$ cat config.mk
export PLATFORM = sky130hd
export DESIGN_NAME = pipelined_control_unit
export DESIGN_NICKNAME = d
export VERILOG_FILES = /design/src/rtl/ctrl_pkg.sv /design/src/rtl/ctrl_decode.sv /design/src/rtl/pipelined_control_unit.sv
export SDC_FILE = /design/constraint.sdc
export NUM_CORES = 1
export LEC_CHECK = 0
export CAP_MARGIN = 10
export CORE_MARGIN = 2
export CORE_UTILIZATION = 25
export DETAILED_ROUTE_END_ITERATION = 7
export GPL_TIMING_DRIVEN = 0
export PLACE_DENSITY = 0.56
export SETUP_SLACK_MARGIN = 0.15
export SLEW_MARGIN = 20
export SYNTH_ARGS = -nofsm -noshare
export SYNTH_HDL_FRONTEND = slang
export SYNTH_HIERARCHICAL = 1
export SYNTH_SLANG_ARGS = --single-unit
export TNS_END_PERCENT = 5
$ cat constraint.sdc
create_clock -name CLK -period 1.5 [get_ports CLK]
set_clock_uncertainty 0.1 [all_clocks]
set_input_delay 0.3 -clock CLK [delete_from_list [all_inputs] [get_ports CLK]]
set_output_delay 0.3 -clock CLK [all_outputs]
set_load 0.01 [all_outputs]
$ cat src/rtl/ctrl_pkg.sv
// Shared control-path types and encodings for the pipelined main decoder.
package ctrl_pkg;

   localparam int unsigned OP_BASE_W = 7;
   localparam int unsigned ALUOP_W   = 2;
   localparam int unsigned WBSEL_W   = 2;

   // RISC-V base opcodes (low 7 bits of the instruction)
   localparam logic [OP_BASE_W-1:0] OP_R      = 7'd51;
   localparam logic [OP_BASE_W-1:0] OP_LOAD   = 7'd3;
   localparam logic [OP_BASE_W-1:0] OP_STORE  = 7'd35;
   localparam logic [OP_BASE_W-1:0] OP_BRANCH = 7'd99;
   localparam logic [OP_BASE_W-1:0] OP_IALU   = 7'd19;
   localparam logic [OP_BASE_W-1:0] OP_JAL    = 7'd111;
   localparam logic [OP_BASE_W-1:0] OP_JALR   = 7'd103;
   localparam logic [OP_BASE_W-1:0] OP_LUI    = 7'd55;

   // ALU operation class handed to the ALU control
   localparam logic [ALUOP_W-1:0] ALUOP_ADD    = 2'b00;
   localparam logic [ALUOP_W-1:0] ALUOP_BRANCH = 2'b01;
   localparam logic [ALUOP_W-1:0] ALUOP_RFUNCT = 2'b10;
   localparam logic [ALUOP_W-1:0] ALUOP_IFUNCT = 2'b11;

   // Write-back data source
   localparam logic [WBSEL_W-1:0] WBSEL_ALU = 2'b00;
   localparam logic [WBSEL_W-1:0] WBSEL_MEM = 2'b01;
   localparam logic [WBSEL_W-1:0] WBSEL_PC4 = 2'b10;

   typedef struct packed {
      logic               valid;
      logic               alu_src;
      logic               reg_dst;
      logic [ALUOP_W-1:0] alu_op;
      logic               branch;
      logic               jump;
      logic               jump_reg;
   } ex_ctrl_t;

   typedef struct packed {
      logic valid;
      logic mem_read;
      logic mem_write;
   } mem_ctrl_t;

   typedef struct packed {
      logic               valid;
      logic               reg_write;
      logic [WBSEL_W-1:0] memto_reg;
   } wb_ctrl_t;

   // ID/EX carries everything still needed downstream; EX/MEM drops the EX fields
   typedef struct packed {
      ex_ctrl_t  ex;
      mem_ctrl_t mem;
      wb_ctrl_t  wb;
   } idex_t;

   typedef struct packed {
      mem_ctrl_t mem;
      wb_ctrl_t  wb;
   } exmem_t;

   localparam ex_ctrl_t  EX_BUBBLE    = '0;
   localparam mem_ctrl_t MEM_BUBBLE   = '0;
   localparam wb_ctrl_t  WB_BUBBLE    = '0;
   localparam idex_t     IDEX_BUBBLE  = '0;
   localparam exmem_t    EXMEM_BUBBLE = '0;

endpackage

$ cat src/rtl/ctrl_decode.sv
// Combinational opcode-to-control decode with legality flag.
module ctrl_decode
   import ctrl_pkg::*;
#(
   parameter int unsigned OPCODE_W   = 7,
   parameter bit          ENABLE_EXT = 1'b1
) (
   input  logic [OPCODE_W-1:0] opcode_i,
   output logic                legal_c,
   output ex_ctrl_t            ex_c,
   output mem_ctrl_t           mem_c,
   output wb_ctrl_t            wb_c
);

   logic [OP_BASE_W-1:0] op_base;
   logic                 hi_zero;
   logic                 known;

   assign op_base = opcode_i[OP_BASE_W-1:0];
   assign hi_zero = (opcode_i & ~OPCODE_W'({OP_BASE_W{1'b1}})) == '0;

   // Table lookup; anything unmatched decodes to a bubble
   always_comb begin
      ex_c  = EX_BUBBLE;
      mem_c = MEM_BUBBLE;
      wb_c  = WB_BUBBLE;
      known = 1'b0;
      case (op_base)
         OP_R: begin
            known          = 1'b1;
            ex_c.reg_dst   = 1'b1;
            ex_c.alu_op    = ALUOP_RFUNCT;
            wb_c.reg_write = 1'b1;
            wb_c.memto_reg = WBSEL_ALU;
         end
         OP_LOAD: begin
            known          = 1'b1;
            ex_c.alu_src   = 1'b1;
            ex_c.alu_op    = ALUOP_ADD;
            mem_c.mem_read = 1'b1;
            wb_c.reg_write = 1'b1;
            wb_c.memto_reg = WBSEL_MEM;
         end
         OP_STORE: begin
            known           = 1'b1;
            ex_c.alu_src    = 1'b1;
            ex_c.alu_op     = ALUOP_ADD;
            mem_c.mem_write = 1'b1;
         end
         OP_BRANCH: begin
            known       = 1'b1;
            ex_c.alu_op = ALUOP_BRANCH;
            ex_c.branch = 1'b1;
         end
         OP_IALU: begin
            known          = ENABLE_EXT;
            ex_c.alu_src   = 1'b1;
            ex_c.alu_op    = ALUOP_IFUNCT;
            wb_c.reg_write = 1'b1;
         end
         OP_JAL: begin
            known          = ENABLE_EXT;
            ex_c.jump      = 1'b1;
            wb_c.reg_write = 1'b1;
            wb_c.memto_reg = WBSEL_PC4;
         end
         OP_JALR: begin
            known          = ENABLE_EXT;
            ex_c.alu_src   = 1'b1;
            ex_c.jump      = 1'b1;
            ex_c.jump_reg  = 1'b1;
            wb_c.reg_write = 1'b1;
            wb_c.memto_reg = WBSEL_PC4;
         end
         OP_LUI: begin
            known          = ENABLE_EXT;
            ex_c.alu_src   = 1'b1;
            wb_c.reg_write = 1'b1;
         end
         default: known = 1'b0;
      endcase

      legal_c = known & hi_zero;
      if (legal_c) begin
         ex_c.valid  = 1'b1;
         mem_c.valid = 1'b1;
         wb_c.valid  = 1'b1;
      end else begin
         ex_c  = EX_BUBBLE;
         mem_c = MEM_BUBBLE;
         wb_c  = WB_BUBBLE;
      end
   end

endmodule

$ cat src/rtl/pipelined_control_unit.sv
// Main control decoder with ID/EX, EX/MEM, MEM/WB control pipeline,
// stall/flush bubbles and a saturating illegal-opcode counter.
module pipelined_control_unit
   import ctrl_pkg::*;
#(
   parameter int unsigned OPCODE_W   = 7,
   parameter bit          ENABLE_EXT = 1'b1,
   parameter int unsigned ERR_CNT_W  = 8
) (
   input  logic                 CLK,
   input  logic                 Reset,
   input  logic                 id_valid,
   input  logic [OPCODE_W-1:0]  Opcode,
   input  logic                 stall,
   input  logic                 flush,
   output logic                 ex_valid,
   output logic                 ex_ALUSrc,
   output logic                 ex_RegDst,
   output logic [ALUOP_W-1:0]   ex_ALUOp,
   output logic                 ex_Branch,
   output logic                 ex_Jump,
   output logic                 ex_JumpReg,
   output logic                 mem_valid,
   output logic                 mem_MemRead,
   output logic                 mem_MemWrite,
   output logic                 wb_RegWrite,
   output logic [WBSEL_W-1:0]   wb_MemtoReg,
   output logic                 illegal,
   output logic [ERR_CNT_W-1:0] err_count
);

   logic      dec_legal;
   ex_ctrl_t  dec_ex;
   mem_ctrl_t dec_mem;
   wb_ctrl_t  dec_wb;

   idex_t                idex_d,    idex_q;
   exmem_t               exmem_d,   exmem_q;
   wb_ctrl_t             memwb_d,   memwb_q;
   logic                 illegal_d, illegal_q;
   logic [ERR_CNT_W-1:0] err_d,     err_q;

   ctrl_decode #(
      .OPCODE_W   (OPCODE_W),
      .ENABLE_EXT (ENABLE_EXT)
   ) u_decode (
      .opcode_i (Opcode),
      .legal_c  (dec_legal),
      .ex_c     (dec_ex),
      .mem_c    (dec_mem),
      .wb_c     (dec_wb)
   );

   // Next-state for the control pipeline and the error tracking
   always_comb begin
      idex_d    = IDEX_BUBBLE;
      exmem_d   = EXMEM_BUBBLE;
      memwb_d   = exmem_q.wb;
      illegal_d = 1'b0;
      err_d     = err_q;

      if (id_valid && dec_legal && !stall && !flush) begin
         idex_d.ex  = dec_ex;
         idex_d.mem = dec_mem;
         idex_d.wb  = dec_wb;
      end

      if (!flush) begin
         exmem_d.mem = idex_q.mem;
         exmem_d.wb  = idex_q.wb;
      end

      // An illegal opcode that is being stalled or flushed is not reported
      illegal_d = id_valid && !dec_legal && !stall && !flush;
      if (illegal_d && (err_q != '1)) begin
         err_d = err_q + ERR_CNT_W'(1);
      end
   end

   // Pipeline and counter registers
   always_ff @(posedge CLK or posedge Reset) begin
      if (Reset) begin
         idex_q    <= IDEX_BUBBLE;
         exmem_q   <= EXMEM_BUBBLE;
         memwb_q   <= WB_BUBBLE;
         illegal_q <= 1'b0;
         err_q     <= '0;
      end else begin
         idex_q    <= idex_d;
         exmem_q   <= exmem_d;
         memwb_q   <= memwb_d;
         illegal_q <= illegal_d;
         err_q     <= err_d;
      end
   end

   assign ex_valid     = idex_q.ex.valid;
   assign ex_ALUSrc    = idex_q.ex.alu_src;
   assign ex_RegDst    = idex_q.ex.reg_dst;
   assign ex_ALUOp     = idex_q.ex.alu_op;
   assign ex_Branch    = idex_q.ex.branch;
   assign ex_Jump      = idex_q.ex.jump;
   assign ex_JumpReg   = idex_q.ex.jump_reg;
   assign mem_valid    = exmem_q.mem.valid;
   assign mem_MemRead  = exmem_q.mem.mem_read;
   assign mem_MemWrite = exmem_q.mem.mem_write;
   // Bubbles can never write the register file
   assign wb_RegWrite  = memwb_q.valid & memwb_q.reg_write;
   assign wb_MemtoReg  = memwb_q.memto_reg;
   assign illegal      = illegal_q;
   assign err_count    = err_q;

endmodule

[Word-level counts from Yosys, hierarchy flattened]
Index checks and enable logic that the tools add are counted.
Word-level totals
  logic and storage cells: 66
  output and inout port bits: 23
  input port bits: 12
  register bits after elaboration: 35
Operators by class
  muxes and demuxes: 17
  bitwise operators: 1
  equal/unequal tests: 9
  reductions and logical operators: 14
  add/subtract/negate cells: 1
Operators with widths (count)
  7-bit by 6-bit == test with 1-bit output, second input constant: 3
  7-bit == test, second input constant: 3
  15-bit 2-to-1 mux: 1
  7-bit 2-to-1 mux: 2
  1-bit 2-to-1 mux: 10
  8-bit by 1-bit adder with 8-bit output, second input constant: 1
  8-bit != test, second input constant: 1
  8-bit OR reduction: 1
  7-bit by 2-bit == test with 1-bit output, second input constant: 1
  7-bit by 5-bit == test with 1-bit output, second input constant: 1
  1-bit logical AND: 7
  2-bit one-hot mux with 3 select lines: 1
  6-bit OR reduction: 1
  5-bit OR reduction: 1
  2-bit one-hot mux with 2 select lines: 1
  1-bit zero test: 3
  3-bit 2-to-1 mux: 1
  2-bit 2-to-1 mux: 1
  2-bit OR reduction: 1
  1-bit AND: 1

[Depth between registers and ports, before layout]
Gate-level depths: netlist of run 1.
  word-level depth: 8
  depth in mapped cells: 8

[By module]
Netlist of run 1, hierarchy kept.
Modules (own cells, without submodules)
  pipelined_control_unit: area each 1310.0 um2, times used 1, seq. area each 875.8 um2, cells an instance 96
  ctrl_decode: area each 219.0 um2, times used 1, seq. area each 0.0 um2, cells an instance 36

[Least setup slack after synthesis of run 1]
Ideal clock, no wire load.
  kind: input-to-reg
  start: input port Opcode[4]
  end: register err_q[7] (netlist: err_count[7])
  buffers on the path: 1
  stages on the path: 8
  arrival time: 1942 ps
  required time: 1275 ps
  setup slack: -667 ps
  path through: buf_4 and3b_1 nand2_1 a31oi_1 nor4b_4 and3b_1 nand3_2 mux2_4
Between the ends
  word-level cells in the longest chain between the ends: 8
  elaborated cells on any way between the ends: 15
  classes of those cells: eq/ne: 8; mux: 1; reduce/logical: 6
Ends and longest elaborated chain
  start, declared: line pipelined_control_unit.sv:13  | input logic [OPCODE_W-1:0] Opcode,
  7-bit == test, or another cell as far along: line ctrl_decode.sv:28  | case (op_base)
  8-bit OR reduction (no line) (*)
  1-bit 2-to-1 mux (*): line ctrl_decode.sv:28
  named net dec_legal: line pipelined_control_unit.sv:32  | logic dec_legal;
  1-bit zero test (*): line pipelined_control_unit.sv:74  | illegal_d = id_valid && !dec_legal && !stall && !flush;
  1-bit logical AND (*) (3 in a row): line pipelined_control_unit.sv:74
  named net illegal_d: line pipelined_control_unit.sv:40  | logic illegal_d, illegal_q;
  1-bit logical AND (*): line pipelined_control_unit.sv:75  | if (illegal_d && (err_q != '1)) begin
  end signal, assigned: line pipelined_control_unit.sv:93  | err_q <= err_d;
  end, declared: line pipelined_control_unit.sv:41  | logic [ERR_CNT_W-1:0] err_d, err_q;
The timed path passes the listed nets; every way through them passes the cells marked *.
A chain may end at the register's enable or synchronous reset.

[Worst setup path after layout of run 1]
  start: input port Opcode[5]
  end: register err_q[7] (netlist: err_count[7])
The elaborated chain is that of the path after synthesis.

==> results.sh, run 1 <==
export IMPL_drt_pass1_iter_count=4
export IMPL_vias=1100
export IMPL_clockRootBuffer="clkbuf_8"
export IMPL_ys_seq_elements=35
export IMPL_critical_path_arrival_ps=1750
export IMPL_cts_inserted_buffers=5
export IMPL_setup_violations=16
export IMPL_initial_utilization=0.2582
export IMPL_num_fill_cells=607
export IMPL_hpwl_um=1884
export IMPL_rows=28
export IMPL_placed_area_mm2=0.001968
export IMPL_areaGrowthSynthToFinish_pct=43.86
export IMPL_die_y_um=82.21
export IMPL_hold_viol=0
export IMPL_worst_setup_path_start_kind="primary input"
export IMPL_required_ps=1570
export IMPL_clock_sinks=35
export IMPL_regToRegSetupSlack_ps=-90
export IMPL_top_level_ports=35
export IMPL_cp_end_kind="flip-flop"
export IMPL_fin_ws_ps=-181.9
export IMPL_worstSkewPairLatency_ps=280
export IMPL_die_w_um=82.21
export IMPL_drv_cap=0
export IMPL_clock_path_buffers=2
export IMPL_overflow=0
export IMPL_synth_warnings=6
export IMPL_ys_types=35
export IMPL_syn_area_mm2=0.001529
export IMPL_place_congestion=0.7363
export IMPL_grt_max_degree=36
export IMPL_antenna_found_initial=0
export IMPL_postRouteAntennaNets=0
export IMPL_n_antenna_cell=0
export IMPL_hold_class="in2reg"
export IMPL_cts_max_level=2
export IMPL_clkSlewWorstSetupHoldPaths_ps=70
export IMPL_power_static_leakage_nw=1.089
export IMPL_final_layout_size_suffix_gt1_frac=0.3838
export IMPL_fmax_mhz=594.6
export IMPL_cts_tree="built"
export IMPL_p_per_area_mw_per_mm2=1087
export IMPL_grt_pass1_wl_um=4533
export IMPL_multiInputGateArea_um2=623.1
export IMPL_drc=0
export IMPL_port_buffers=32
export IMPL_violations="setup timing"
export IMPL_regArea_um2=878.3
export IMPL_ir_drop_v=0.0004196
export IMPL_hold_worst_slack_ps=224.2
export IMPL_final_max_slew_viol_count=0
export IMPL_wl_um=2834
export IMPL_fin_area_mm2=0.002200
export IMPL_rsz0062_at_grt="true"
export IMPL_finalNetCount=197
export IMPL_finalPower_mw=2.391
export IMPL_min_period_ps=1682
export IMPL_grt_pass1_vias=1002
export IMPL_synth_area_per_cell_um2=11.58
export IMPL_relSlewSlack=0.5424
export IMPL_finalCritPeriodShare=1.121
export IMPL_crit_type="in2reg"
export IMPL_dieArea_mm2=0.006758
export IMPL_crit_fanout=7
export IMPL_final_core_util=0.3715
export IMPL_routedWlPerCell_um=10.90
export IMPL_syn_num_nets=145
export IMPL_outcome="complete, but fails checks"
export IMPL_yosysSeqAreaShare=0.5728
export IMPL_track_usage=0.09024
export IMPL_viasPerCell=4.231
export IMPL_tns_ps=-850.0
export IMPL_drt_iter0_drc=17
export IMPL_syn_inst=132
export IMPL_worst_pin_slew_ps=685.4
export IMPL_core_area_mm2=0.005921
-- report_power, final --
| part | switching [mW] | total (mW) | internal, mW |
|---|---|---|---|
| Combinational | 0.222 | 0.454 | 0.232 |
| Sequential | 0.0715 | 1.08 | 1.01 |
| Clock | 0.318 | 0.855 | 0.537 |
-- per-layer routing --
| layer | up-vias | global-route usage | share of wire |
|---|---|---|---|
| met5 | - | 0 | 0 |
| met1 | 516 | 0.1107 | 0.44 |
| met2 | 42 | 0.1387 | 0.47 |
| li1 | 535 | - | - |
| met4 | 0 | 0.05667 | 0.026 |
| met3 | 7 | 0.02609 | 0.068 |
-- layout make-up --
| cell class | instances | share of cell area |
|---|---|---|
| Clock buffer | 6 | 0.03754 |
| Timing Repair Buffer | 45 | 0.1718 |
| Sequential cell | 35 | 0.3993 |
| Multi-Input combinational cell | 84 | 0.2833 |
| Tap cell | 75 | 0.04266 |
| Inverter | 2 | 0.003413 |
| Buffer | 11 | 0.04607 |
| Clock inverter | 2 | 0.01593 |
-- sequential cells by signal, summed over array words and instances, names as in the netlist --
| register | flops |
|---|---|
| err_count | 8 |
| memwb_q | 2 |
| idex_q | 7 |
| ex_Jump | 1 |
| exmem_q | 4 |
| ex_RegDst | 1 |
| ex_valid | 1 |
| ex_JumpReg | 1 |
| mem_MemWrite | 1 |
| mem_valid | 1 |
| illegal | 1 |
| mem_MemRead | 1 |
| ex_ALUSrc | 1 |
| ex_Branch | 1 |
| wb_MemtoReg | 2 |
| ex_ALUOp | 2 |
-- placed cells by master, fill, tap and decap left out, types with 2 or more instances in the layout --
cell	n
xor2_1	2
clkdlybuf4s50_1	2
buf_6	2
nor2_1	11
o21ai_0	2
buf_4	25
clkdlybuf4s15_1	11
buf_2	4
dfrtp_1	33
dlygate4sd2_1	6
nand2b_1	2
dfrtp_2	2
clkbuf_2	2
nand4_1	2
and3b_2	2
nand2_1	6
and2b_2	7
a21oi_1	4
and2_1	18
nand2_4	2
mux2_4	2
nand3_1	3
clkbuf_8	6
nor3_1	2
buf_8	3
-- Yosys cell counts (all sizes together) --
master / count / area, µm²
a21oi: 4 / 20.02
buf: 10 / 78.82
o21a: 1 / 7.510
clkbuf: 1 / 3.750
ha: 1 / 12.51
nor2: 12 / 45.04
nand2: 8 / 32.54
xor2: 2 / 17.52
nor3: 3 / 20.02
and2: 18 / 112.6
and3: 1 / 6.260
a32oi: 1 / 8.760
nor4b: 2 / 32.53
xnor2: 1 / 8.760
and4bb: 1 / 12.51
o21ai: 4 / 20.02
inv: 2 / 7.510
nand4: 2 / 12.51
a211o: 1 / 8.760
nand3: 4 / 25.02
or4: 1 / 11.26
nand2b: 2 / 12.51
mux2: 3 / 37.53
nor4: 1 / 6.260
dfrtp: 35 / 875.8
and3b: 2 / 17.52
o211ai: 1 / 7.510
a31oi: 1 / 6.260
and2b: 7 / 61.31
-- cell families after synthesis --
family / Yosys count / synth area share
fa+ha+maj: 1 / 0.008182
simple gates: 64 / 0.2668
xor+xnor: 3 / 0.01719
compound gates: 13 / 0.05156
buf+inv: 13 / 0.05892
flops: 35 / 0.5728
mux: 3 / 0.02455
-- stage by stage --
stage / setup slack, ps / cells
6_report: -181.9 / 260
2_1_floorplan: -542.5 / 132
3_3_place_gp: -1201 / 239
3_5_place_dp: -1227 / 239
4_1_cts: -163.9 / 260
5_1_grt: -254.9 / 260
-- what timing repair did --
item | CTS | global route
endpoints found under the setup margin | 47 | 36
resized for setup | 75 | 13
setup buffers | 13 | 0
pin swaps | 13 | 3
gates cloned | 0 | 0
hold buffers | 0 | 0
-- path summary, 6_finish.rpt --
check | to | start | cells after the start
max reg2reg | err_count[1] | err_count[0] | 4
max | err_count[7] | Opcode[5] | 8
min reg2reg | wb_MemtoReg[1] | exmem_q[1] | 0
max in group asynchronous | err_count[2] | Reset | 2
min | idex_q[5] | Opcode[4] | 3
min in group asynchronous | err_count[7] | Reset | 2
-- worst max-delay path, cell delays in order --
cell and delay, ps:
buf_8 100, and3b_2 230, nand2_4 80, a31oi_4 100
nor4b_4 300, and3b_2 260, nand3_2 80, mux2_4 290
(Power assumes the default switching activity.)
==> run 2: changes to the inputs <==
--- a/config.mk
+++ b/config.mk
@@ -5,7 +5,6 @@
 export SDC_FILE = /design/constraint.sdc
 export NUM_CORES = 1
 export LEC_CHECK = 0
-export CAP_MARGIN = 10
 export CORE_MARGIN = 2
 export CORE_UTILIZATION = 25
 export DETAILED_ROUTE_END_ITERATION = 7
==> results of run 2 <==
The final DEF is identical to that of run 1; final timing and power are the same.
==> run 3: changes to the inputs <==
--- a/config.mk
+++ b/config.mk
@@ -11,7 +11,6 @@
 export GPL_TIMING_DRIVEN = 0
 export PLACE_DENSITY = 0.56
 export SETUP_SLACK_MARGIN = 0.15
-export SLEW_MARGIN = 20
 export SYNTH_ARGS = -nofsm -noshare
 export SYNTH_HDL_FRONTEND = slang
 export SYNTH_HIERARCHICAL = 1
==> run 3 against run 2 <==
The flow still finishes with violations (setup timing). Global-route usage is 0.25 points higher. Fmax grew 0.61%. Die area is the same. Sequential cell count stayed put. Sequential power is essentially flat. Total power shrank 0.16%. Combinational power down 7.5%. Critical path type unchanged. Highest routed layer unchanged.
==> results.sh, run 3 (synthesized netlist as in run 1, its figures left out) <==
export IMPL_critical_path_arrival_ps=1740
export IMPL_hold_worst_slack_ps=246.8
export IMPL_final_max_slew_viol_count=0
export IMPL_power_static_leakage_nw=1.110
export IMPL_n_antenna_cell=0
export IMPL_hpwl_um=1884
export IMPL_hold_viol=0
export IMPL_relSlewSlack=0.5091
export IMPL_placedCellCount=239
export IMPL_cts_max_level=2
export IMPL_finalPower_mw=2.387
export IMPL_crit_fanout=7
export IMPL_drc=0
export IMPL_placed_area_mm2=0.001968
export IMPL_hold_class="reg2reg"
export IMPL_ir_drop_v=0.0004265
export IMPL_place_congestion=0.7363
export IMPL_crit_type="in2reg"
export IMPL_rows=28
export IMPL_final_cell_mix="dfrtp_1, buf_4, and2_1"
export IMPL_rsz0062_at_grt="true"
export IMPL_routedWlPerCell_um=11.06
export IMPL_worstSkewPairLatency_ps=280
export IMPL_grt_pass1_wl_um=4650
export IMPL_cts_hold_buf=0
export IMPL_finalCritPeriodShare=1.115
export IMPL_min_period_ps=1672
export IMPL_drt_pass1_iter_count=4
export IMPL_finalNetCount=199
export IMPL_fin_ws_ps=-171.8
export IMPL_fin_cells=262
export IMPL_viasPerCell=4.191
export IMPL_cpMostUsedCell="and3b_2"
export IMPL_port_buffers=32
export IMPL_wl_um=2898
export IMPL_cts_inserted_buffers=5
export IMPL_overflow=0
export IMPL_num_fill_cells=601
export IMPL_grt_max_degree=36
export IMPL_violations="setup timing"
export IMPL_p_per_area_mw_per_mm2=1066
export IMPL_worst_pin_slew_ps=734.8
export IMPL_final_core_util=0.3781
export IMPL_postRouteAntennaNets=0
export IMPL_clock_sinks=35
export IMPL_grt_pass1_vias=1015
export IMPL_fmax_mhz=598.2
export IMPL_setup_violations=6
export IMPL_core_area_mm2=0.005921
export IMPL_dp_slack_ps=-1227
export IMPL_drt_iter0_drc=43
export IMPL_areaGrowthSynthToFinish_pct=46.40
export IMPL_clock_path_buffers=2
export IMPL_antenna_found_initial=0
export IMPL_cpMaxStageDelayCell="nor4b_4"
export IMPL_worstPathCellList="buf_12, and3b_2, nand2_4, a31oi_4, nor4b_4, and3b_2, nand3_2, mux2_4"
export IMPL_fin_area_mm2=0.002238
export IMPL_tns_ps=-520.3
export IMPL_clockRootBuffer="clkbuf_8"
export IMPL_die_y_um=82.21
export IMPL_largest_register_ffs=8
export IMPL_outcome="complete, but fails checks"
export IMPL_drv_cap=0
export IMPL_required_ps=1570
export IMPL_track_usage=0.09277
export IMPL_vias=1098
export IMPL_cts_tree="built"
export IMPL_crit_path_max_incr_delay_ps=290
export IMPL_clkSlewWorstSetupHoldPaths_ps=70
export IMPL_final_layout_size_suffix_gt1_frac=0.4439
export IMPL_cp_end_kind="flip-flop"
export IMPL_top_level_ports=35
export IMPL_die_w_um=82.21
export IMPL_initial_utilization=0.2582
export IMPL_layout_commonest_cell="dfrtp_1"
export IMPL_dieArea_mm2=0.006758
export IMPL_worst_setup_path_start_kind="primary input"
-- run 3: layer usage --
metal	global-route usage	share of wire	up-vias
li1	-	-	538
met1	0.1161	0.46	513
met5	0	0	-
met4	0.05000	0.026	0
met3	0.02609	0.064	7
met2	0.1444	0.45	40
-- run 3: worst paths after layout --
path                               from        endpoint  slack [ps]  cells past startpoint
setup / recovery              Opcode[5]    err_count[7]        -170                      8
hold / removal               exmem_q[1]  wb_MemtoReg[1]         250                      0
setup reg to reg           err_count[0]    err_count[1]         -70                      4
hold reg to reg              exmem_q[1]  wb_MemtoReg[1]         250                      0
max in group asynchronous         Reset    err_count[1]         460                      2
min in group asynchronous         Reset    mem_MemWrite         390                      2
-- run 3: layout make-up --
| type | instances | area, µm² | area share |
|---|---|---|---|
| repair buffers | 47 | 382.9 | 0.1710 |
| flip-flops and latches | 35 | 880.8 | 0.3935 |
| clock inverters | 2 | 35.03 | 0.01565 |
| clock buffers | 6 | 82.58 | 0.03689 |
| plain buffers | 11 | 100.1 | 0.04472 |
| well taps | 75 | 93.84 | 0.04192 |
| inverters | 2 | 11.26 | 0.005031 |
| multi-input cells | 84 | 651.9 | 0.2912 |
-- run 3: worst max-delay path, delay by kind of cell --
family | cells | cell delay [ps]
buffers and inverters | 1 | 110
AO/OA/AOI/OAI | 1 | 110
multiplexers | 1 | 290
AND/OR/NAND/NOR | 5 | 930
-- run 3: repair_timing --
action                                  in CTS  in global routing
endpoints found under the setup margin      82                 34
buffers inserted                            14                  0
gates cloned                                 1                  0
gates resized for setup                     86                 16
pin swaps                                   14                  5
-- run 3: power by group --
group          total [mW]  switching (mW)  internal, mW
combinational       0.420           0.193         0.227
sequential           1.11          0.0995          1.01
clock               0.854           0.317         0.537
total                2.39           0.610          1.78
